`config.mk`:
```
export PLATFORM = sky130hd
export DESIGN_NAME = mem_burst_arbiter
export DESIGN_NICKNAME = d
export VERILOG_FILES = /design/src/rtl/mem_burst_arbiter_pkg.sv /design/src/rtl/mem_burst_arbiter_rr_pick4.sv /design/src/rtl/mem_burst_arbiter.sv
export SDC_FILE = /design/constraint.sdc
export NUM_CORES = 1
export LEC_CHECK = 0
export CAP_MARGIN = 20
export CORE_AREA = 2 2 238 240
export DETAILED_ROUTE_END_ITERATION = 12
export DIE_AREA = 0 0 240 242
export PLACE_DENSITY = 0.35
export SLEW_MARGIN = 20
export SYNTH_ARGS = -nofsm -noshare
export SYNTH_HDL_FRONTEND = slang
export SYNTH_HIERARCHICAL = 1
export SYNTH_SLANG_ARGS = --single-unit
```
`constraint.sdc`:
```
create_clock -name mem_clk -period 2.4 [get_ports mem_clk]
set_clock_uncertainty 0.1 [all_clocks]
set_input_delay 0.24 -clock mem_clk [delete_from_list [all_inputs] [get_ports mem_clk]]
set_output_delay 0.24 -clock mem_clk [all_outputs]
set_load 0.02 [all_outputs]
```
`src/rtl/mem_burst_arbiter_pkg.sv`:
```
// Shared definitions for the four-channel DDR burst arbiter: channel indices,
// request length width and arbiter state encodings.
package mem_burst_arbiter_pkg;

    localparam int NUM_CH   = 4;
    localparam int LEN_BITS = 10;

    // Channel index order; bit 1 set means a read channel.
    localparam logic [1:0] CH_WR0 = 2'd0;
    localparam logic [1:0] CH_WR1 = 2'd1;
    localparam logic [1:0] CH_RD0 = 2'd2;
    localparam logic [1:0] CH_RD1 = 2'd3;

    typedef enum logic {
        ARB  = 1'b0,
        BUSY = 1'b1
    } arb_state_t;

    function automatic logic is_read_ch(input logic [1:0] ch);
        return ch[1];
    endfunction

endpackage

```
`src/rtl/mem_burst_arbiter_rr_pick4.sv`:
```
// Round-robin picker: first eligible channel at or after ptr, wrapping modulo 4.
module rr_pick4
    import mem_burst_arbiter_pkg::*;
(
    input  logic [NUM_CH-1:0] eligible,
    input  logic [1:0]        ptr,
    output logic [1:0]        grant,
    output logic              valid
);

    logic [1:0] idx;

    always_comb begin
        // NOTE: every output gets a default before the loop so no path leaves it unassigned and no latch is inferred.
        grant = ptr;
        valid = 1'b0;
        idx   = ptr;
        // Scan from the farthest offset down so the closest eligible index wins.
        for (int i = NUM_CH - 1; i >= 0; i--) begin
            idx = ptr + 2'(i);
            if (eligible[idx]) begin
                grant = idx;
                valid = 1'b1;
            end
        end
    end

endmodule

```
`src/rtl/mem_burst_arbiter.sv`:
```
// Four-channel round-robin arbiter (wr0, wr1, rd0, rd1) in front of the DDR burst engine;
// one burst in flight, from grant until the engine's matching finish pulse.
module mem_burst_arbiter
    import mem_burst_arbiter_pkg::*;
#(
    parameter int MEM_DATA_BITS = 64,
    parameter int ADDR_BITS     = 24
) (
    input  logic                     mem_clk,
    input  logic                     rst_n,

    input  logic                     wr0_req,
    input  logic [LEN_BITS-1:0]      wr0_len,
    input  logic [ADDR_BITS-1:0]     wr0_addr,
    output logic                     wr0_data_req,
    input  logic [MEM_DATA_BITS-1:0] wr0_data,
    output logic                     wr0_finish,

    input  logic                     wr1_req,
    input  logic [LEN_BITS-1:0]      wr1_len,
    input  logic [ADDR_BITS-1:0]     wr1_addr,
    output logic                     wr1_data_req,
    input  logic [MEM_DATA_BITS-1:0] wr1_data,
    output logic                     wr1_finish,

    input  logic                     rd0_req,
    input  logic [LEN_BITS-1:0]      rd0_len,
    input  logic [ADDR_BITS-1:0]     rd0_addr,
    output logic                     rd0_data_valid,
    output logic [MEM_DATA_BITS-1:0] rd0_data,
    output logic                     rd0_finish,

    input  logic                     rd1_req,
    input  logic [LEN_BITS-1:0]      rd1_len,
    input  logic [ADDR_BITS-1:0]     rd1_addr,
    output logic                     rd1_data_valid,
    output logic [MEM_DATA_BITS-1:0] rd1_data,
    output logic                     rd1_finish,

    output logic                     rd_burst_req,
    output logic                     wr_burst_req,
    output logic [LEN_BITS-1:0]      rd_burst_len,
    output logic [LEN_BITS-1:0]      wr_burst_len,
    output logic [ADDR_BITS-1:0]     rd_burst_addr,
    output logic [ADDR_BITS-1:0]     wr_burst_addr,
    output logic [MEM_DATA_BITS-1:0] wr_burst_data,
    input  logic                     wr_burst_data_req,
    input  logic                     rd_burst_data_valid,
    input  logic [MEM_DATA_BITS-1:0] rd_burst_data,
    input  logic                     rd_burst_finish,
    input  logic                     wr_burst_finish
);

    arb_state_t           state;
    logic [1:0]           grant;
    logic [1:0]           rr_ptr;
    logic [1:0]           pick;
    logic                 pick_valid;
    logic [NUM_CH-1:0]    eligible;
    logic [LEN_BITS-1:0]  ch_len  [NUM_CH];
    logic [ADDR_BITS-1:0] ch_addr [NUM_CH];
    logic                 busy;
    logic                 done;

    assign ch_len[CH_WR0]  = wr0_len;
    assign ch_len[CH_WR1]  = wr1_len;
    assign ch_len[CH_RD0]  = rd0_len;
    assign ch_len[CH_RD1]  = rd1_len;
    assign ch_addr[CH_WR0] = wr0_addr;
    assign ch_addr[CH_WR1] = wr1_addr;
    assign ch_addr[CH_RD0] = rd0_addr;
    assign ch_addr[CH_RD1] = rd1_addr;

    // Zero-length requests are never eligible, so they never get a grant or a finish.
    assign eligible = {rd1_req && (rd1_len != '0), rd0_req && (rd0_len != '0),
                       wr1_req && (wr1_len != '0), wr0_req && (wr0_len != '0)};

    rr_pick4 u_pick (
        .eligible (eligible),
        .ptr      (rr_ptr),
        .grant    (pick),
        .valid    (pick_valid)
    );

    assign busy = (state == BUSY);
    // Only the finish matching the granted direction ends the burst.
    assign done = busy && (is_read_ch(grant) ? rd_burst_finish : wr_burst_finish);

    always_ff @(posedge mem_clk or negedge rst_n) begin
        if (!rst_n) begin
            state         <= ARB;
            grant         <= CH_WR0;
            rr_ptr        <= CH_WR0;
            rd_burst_req  <= 1'b0;
            wr_burst_req  <= 1'b0;
            rd_burst_len  <= '0;
            wr_burst_len  <= '0;
            rd_burst_addr <= '0;
            wr_burst_addr <= '0;
        end else begin
            // NOTE: non-blocking assignments so every register here updates from pre-edge values.
            case (state)
                ARB: begin
                    if (pick_valid) begin
                        grant <= pick;
                        state <= BUSY;
                        if (is_read_ch(pick)) begin
                            rd_burst_req  <= 1'b1;
                            rd_burst_len  <= ch_len[pick];
                            rd_burst_addr <= ch_addr[pick];
                        end else begin
                            wr_burst_req  <= 1'b1;
                            wr_burst_len  <= ch_len[pick];
                            wr_burst_addr <= ch_addr[pick];
                        end
                    end
                end
                BUSY: begin
                    if (done) begin
                        rd_burst_req <= 1'b0;
                        wr_burst_req <= 1'b0;
                        rr_ptr       <= grant + 2'd1;
                        state        <= ARB;
                    end
                end
                default: state <= ARB;
            endcase
        end
    end

    assign wr0_data_req   = busy && (grant == CH_WR0) && wr_burst_data_req;
    assign wr1_data_req   = busy && (grant == CH_WR1) && wr_burst_data_req;
    assign rd0_data_valid = busy && (grant == CH_RD0) && rd_burst_data_valid;
    assign rd1_data_valid = busy && (grant == CH_RD1) && rd_burst_data_valid;

    assign wr0_finish = busy && (grant == CH_WR0) && wr_burst_finish;
    assign wr1_finish = busy && (grant == CH_WR1) && wr_burst_finish;
    assign rd0_finish = busy && (grant == CH_RD0) && rd_burst_finish;
    assign rd1_finish = busy && (grant == CH_RD1) && rd_burst_finish;

    assign wr_burst_data = (busy && grant == CH_WR0) ? wr0_data :
                           (busy && grant == CH_WR1) ? wr1_data : '0;

    assign rd0_data = rd_burst_data;
    assign rd1_data = rd_burst_data;

endmodule

```
Word-level counts from Yosys, hierarchy flattened
Index checks and enable logic that the tools add are counted.

Word-level logic and storage cells: 91. Bits of input ports: 338. Register bits: 75. Output and inout bits: 270.

Muxes and demuxes: 35. Reduce and logical (&&, ||, !) cells: 28. $lt $le $gt $ge: 5. Bitwise gates (word level): 3. Equality and inequality tests: 7. $add $sub $neg: 4.

Operators with widths (number): 2-to-1 mux 64 bit (2); binary-select mux 24 bit (select 2 bit) (1); 2-to-1 mux 24 bit (2); nonzero test 10 bit (4); binary-select mux 10 bit (select 2 bit) (1); 2-to-1 mux 10 bit (2); logical AND 1 bit (17); 2-to-1 mux 1 bit (16); < comparator 2 x 3 -> 1 bit, second input constant (4); AND reduction 3 bit (4); binary-select mux 1 bit (select 2 bit) (4); 2-to-1 mux 2 bit (4); != test 2 bit, second input constant (3); one-hot mux 1 bit (2 select lines) (3); adder 2 x 1 -> 2 bit, second input constant (2); adder 2 bit, second input constant (2); == test 2 bit, second input constant (2); AND reduction 2 bit (2); >= comparator 3 bit, second input constant (1); inverter 2 -> 3 bit (1); == test 2 x 1 -> 1 bit, second input constant (1); logical NOT 2 bit (1); != test 2 x 1 -> 1 bit, second input constant (1); inverter 1 bit (2).

Logic depth before layout (Yosys ltp)
Depth after elaboration: 12. Gate-level depth with buffers: 10. Mapped depth without buffers: 8.

Hierarchy
The synthesis kept the hierarchy.

Modules (own cells, without submodules): mem_burst_arbiter (times used 1, cells each 557, seq. area each 1876.8 um2, area each 5212.5 um2); rr_pick4 (times used 1, cells each 16, seq. area each 0.0 um2, area each 100.1 um2).

Least setup slack after synthesis
OpenSTA, ideal clock, no wires.

Kind: input port to flip-flop. Start: in wr0_len[2]. End: reg rd_burst_addr[10]. Arrival time: 2.073 ns. Data required time: 2.223 ns. Buffers on the path: 2. Stages: 10. Library setup time: 0.077 ns. Setup slack: 0.149 ns. Cell sequence: nor4_1 > a31oi_1 > and2b_2 > or4_1 > nand2_1 > and3b_1 > buf_2 > buf_2 > nor2_1 > a21oi_1.

Word-level cells in the longest chain between the ends: 12. Elaborated cells between the ends (all ways): 23. Those cells by class: mux (19); bitwise (1); reduce/logical (3).

RTL lines: start, declared (RTL line mem_burst_arbiter.sv:13) `input logic [LEN_BITS-1:0] wr0_len,`; nonzero test 10 bit (*) (RTL line mem_burst_arbiter.sv:76) `wr1_req && (wr1_len != '0), wr0_req && (wr0_len != '0)};`; logical AND 1 bit (*) (RTL line mem_burst_arbiter.sv:76); net eligible[0] (RTL line mem_burst_arbiter.sv:59) `logic [NUM_CH-1:0] eligible;`; binary-select mux 1 bit (select 2 bit) (RTL line mem_burst_arbiter_rr_pick4.sv:21) `if (eligible[idx]) begin`; 2-to-1 mux 1 bit (not written as such) (RTL line mem_burst_arbiter_rr_pick4.sv:21); 2-to-1 mux 2 bit (3 in series) (RTL line mem_burst_arbiter_rr_pick4.sv:21); 2-to-1 mux 2 bit (*) (RTL line mem_burst_arbiter_rr_pick4.sv:21); net pick[1] (RTL line mem_burst_arbiter.sv:57) `logic [1:0] pick;`; inverter 2 -> 3 bit (not written as such) (RTL line mem_burst_arbiter.sv:110) `rd_burst_addr <= ch_addr[pick];`; binary-select mux 24 bit (select 2 bit) (RTL line mem_burst_arbiter.sv:110); 2-to-1 mux 24 bit (not written as such) (2 in series) (RTL line mem_burst_arbiter.sv:110); end signal, assigned (RTL line mem_burst_arbiter.sv:110); end, declared (RTL line mem_burst_arbiter.sv:44) `output logic [ADDR_BITS-1:0] rd_burst_addr,`.

The timed path passes the listed nets; every way through them passes the cells marked *. The select of a mux whose other input is x is not followed. A chain may end at the register's enable or synchronous reset.

Final worst setup path
Start: in rd0_len[2]. End: reg rd_burst_addr[8].

Word-level cells in the longest chain between the ends: 12. Elaborated cells between the ends (all ways): 23. Those cells by class: mux (19); bitwise (1); reduce/logical (3).

RTL lines: start, declared (RTL line mem_burst_arbiter.sv:27) `input logic [LEN_BITS-1:0] rd0_len,`; nonzero test 10 bit (*) (RTL line mem_burst_arbiter.sv:75) `assign eligible = {rd1_req && (rd1_len != '0), rd0_req && (rd0_len != '0),`; logical AND 1 bit (*) (RTL line mem_burst_arbiter.sv:75); net eligible[2] (RTL line mem_burst_arbiter.sv:59); binary-select mux 1 bit (select 2 bit) (RTL line mem_burst_arbiter_rr_pick4.sv:21); 2-to-1 mux 1 bit (not written as such) (RTL line mem_burst_arbiter_rr_pick4.sv:21); 2-to-1 mux 2 bit (3 in series) (RTL line mem_burst_arbiter_rr_pick4.sv:21); 2-to-1 mux 2 bit (*) (RTL line mem_burst_arbiter_rr_pick4.sv:21); net pick[0] (RTL line mem_burst_arbiter.sv:57); inverter 2 -> 3 bit (not written as such) (*) (RTL line mem_burst_arbiter.sv:110); binary-select mux 24 bit (select 2 bit) (*) (RTL line mem_burst_arbiter.sv:110); 2-to-1 mux 24 bit (not written as such) (*) (2 in series) (RTL line mem_burst_arbiter.sv:110).

Marks and branches as above.

==> metrics <==
status finished clean; PortBufs 415; Clock Pin Slew Worst Setup and Hold Paths 0.08 ns; worst skew pair latency 0.36 ns; CP endpoint kind flip-flop; final std cells w/o fill 1698; Synthesized Nets 915; cell leakage power 4.99 nW; crit-path max FO 8; global-route wire length before repair 53000 um; vias in the first global route 6257; Die H 242 um; Max Fclk 0.431 GHz; Final Wtd Congestion 0.781; nets 1278; final setup vio count 0; via/cell ratio 3.38; relative slew slack 0.625; Core Region 55700 um2; All-Layer GR Usage 0.136; initial drt markers 139; Pwr Total 15.2 mW; Synth top area share 0.353; Final period util 0.966; I/O Pins 608; worst-case clock buffer depth 2; top cells by area, synth dfrtp_1 35%, buf_4 19%, mux2i_1 13%; initial antenna violation count 6; Synth Register Bits 75; post-synthesis sequential area ratio 0.353; Yosys cell types 31; Worst Hold Class input port to flip-flop; data required time of the critical path 2.55 ns; VDD IR max 0.530 mV; Setup crit start kind input port; Die ar. 58100 um2; Avg Cell Area, Syn 9.27 um2; CTS tree yes; critical path arrival 2.47 ns; largest net degree at the start of global routing 40; worst hold margin 0.141 ns; chip width 240 um; initial core utilization 0.0953; worst-margin pin slew 0.563 ns; Root Driver clkbuf_16; Worst Hold Depth 3; CTS H-tree lvls 3; leading area contributor after synthesis dfrtp_1; Final Hold Fails 0; crit path time final 2.32 ns; Ys Warns 6; DR pass1 iterations 4; Cell Area, Synth 5310 um2; drt wl/cell 23.8 um; Clock Sinks 75; GRT overflow 0; RSZ-0062 raised after global routing no; max_cap viols 0; Syn-to-layout area delta 126%; PwrDens 1260 nW/um2; DP Cell Count 1631; layout cell share with drive strength beyond 1 0.296; Slew Limit Fails 0; critical path type input port to flip-flop; DR vias 5733; Post-DRT Antenna Nets 0; routed wire length 40300 um; R2R depth 10; # rows 87; Num CTS Buffers 9; Post-DP HPWL 30400 um; # DRC 0; Post-Synthesis Cells 573
==> critical path, cell delays in order <==
cell and delay, ns:
dlygate4sd2_1 0.27, nor4_4 0.36, a31oi_4 0.15, buf_6 0.14, buf_4 0.12, a2bb2oi_2 0.15, o221a_4 0.30, buf_12 0.15
buf_12 0.10, buf_16 0.14, mux2i_1 0.23, o21ai_0 0.09
==> final timing paths <==
kind                                      start                end  slack (ns)
worst max register to register        rr_ptr[1]  wr_burst_addr[14]        0.18
min in group asynchronous                 rst_n  wr_burst_addr[13]        0.30
max in group asynchronous                 rst_n   wr_burst_addr[2]        1.22
worst max-delay path                 rd0_len[2]   rd_burst_addr[8]        0.08
worst min-delay path                 wr0_len[9]    wr_burst_len[9]        0.14
worst min register to register  rd_burst_len[5]    rd_burst_len[5]        0.38
==> cells in the mapped netlist <==
cell type    n
and3b_1      2
nor3b_2      1
o21a_1       1
buf_6        1
nor2_1      57
a22o_1      64
o21ai_0     20
buf_4      131
buf_2       31
clkbuf_1     1
a21oi_1     52
a2bb2oi_1    1
nor3_1       1
and3_1       8
and2b_1      1
a31oi_1      4
nand3b_1     1
ha_1         4
and2b_2      2
nor2_4       1
dfrtp_1     75
and2_1       1
nand2_1     21
o221a_2      1
a21o_1       2
mux2_2       4
or4_1        1
nor4_1       8
nor2b_1      1
mux2i_1     68
inv_1        7
==> repair_timing <==
| item | CTS | global route |
|---|---|---|
| pin swaps | 24 | 22 |
| hold endpoints to repair | 36 | 0 |
| gates cloned | 19 | 0 |
| setup buffers | 31 | 5 |
| gates resized for setup | 180 | 90 |
| hold buffers | 1 | 0 |
| endpoints found under the setup margin | 131 | 116 |
==> cell families after synthesis <==
family | share of synthesized area
and+or+nand+nor | 0.0926
buffers and inverters | 0.222
AOI/OAI and AO/OA | 0.186
adders and majority gates | 0.00942
DFF | 0.353
muxes | 0.137
==> per-layer routing <==
| metal | share of wire | GRT usage |
|---|---|---|
| met5 | 0.00092 | 0 |
| met1 | 0.37 | 0.144 |
| met4 | 0.014 | 0.0294 |
| met3 | 0.096 | 0.0523 |
| met2 | 0.52 | 0.251 |
==> flip-flops by register name, summed over array words and instances (netlist names) <==
name and cells:
wr_burst_addr 24, wr_burst_len 10, grant 2, rr_ptr 2, rd_burst_req 1, rd_burst_len 10
wr_burst_req 1, rd_burst_addr 24, busy 1
==> placed cells by master, fill, tap and decap left out, drive strengths merged, types with 2 or more instances in the layout <==
cell type | synthesis | layout
a21o | 2 | 2
a21oi | 52 | 52
a22o | 64 | 64
a31oi | 4 | 4
and2b | 3 | 3
and3 | 8 | 8
and3b | 2 | 2
buf | 163 | 158
bufbuf | 0 | 4
bufinv | 0 | 2
clkbuf | 1 | 16
clkdlybuf4s15 | 0 | 5
clkdlybuf4s50 | 0 | 311
clkinv | 0 | 2
clkinvlp | 0 | 2
dfrtp | 75 | 75
dlygate4sd2 | 0 | 25
dlymetal6s2s | 0 | 5
ha | 4 | 4
inv | 7 | 8
mux2 | 4 | 4
mux2i | 68 | 68
nand2 | 21 | 21
nor2 | 58 | 58
nor4 | 8 | 8
o21ai | 20 | 20
==> cell type report <==
cell class                 count  area, um2
fill                        6104      43700
timing repair buffer         516       5890
multi-input combinational    327       2940
sequential                    75       1880
tap                          756        946
clock buffer                   9        225
clock inverter                 7        101
inverter                       7       26.3
antenna                        1       2.50
==> power by group <==
group | leakage [nW] | internal [mW] | switching (mW) | total [mW]
logic | 3.99 | 5.85 | 5.43 | 11.3
clock network | 0.152 | 0.919 | 0.657 | 1.58
registers | 0.854 | 1.88 | 0.405 | 2.29
total | 4.99 | 8.66 | 6.49 | 15.2
==> through the flow <==
stage	area (um2)	util	setup TNS [ns]	setup slack, ns
after floorplan	5310	-	0	0.149
after global placement	10200	0.183	-38.95	-0.610
after detailed placement	10200	0.183	-43.01	-0.667
after CTS	11700	0.210	-0.384	-0.0611
after global routing	12000	0.215	0	0.00176
final	12000	0.215	0	0.0804
Note: power is estimated with default switching activity, not from simulation.
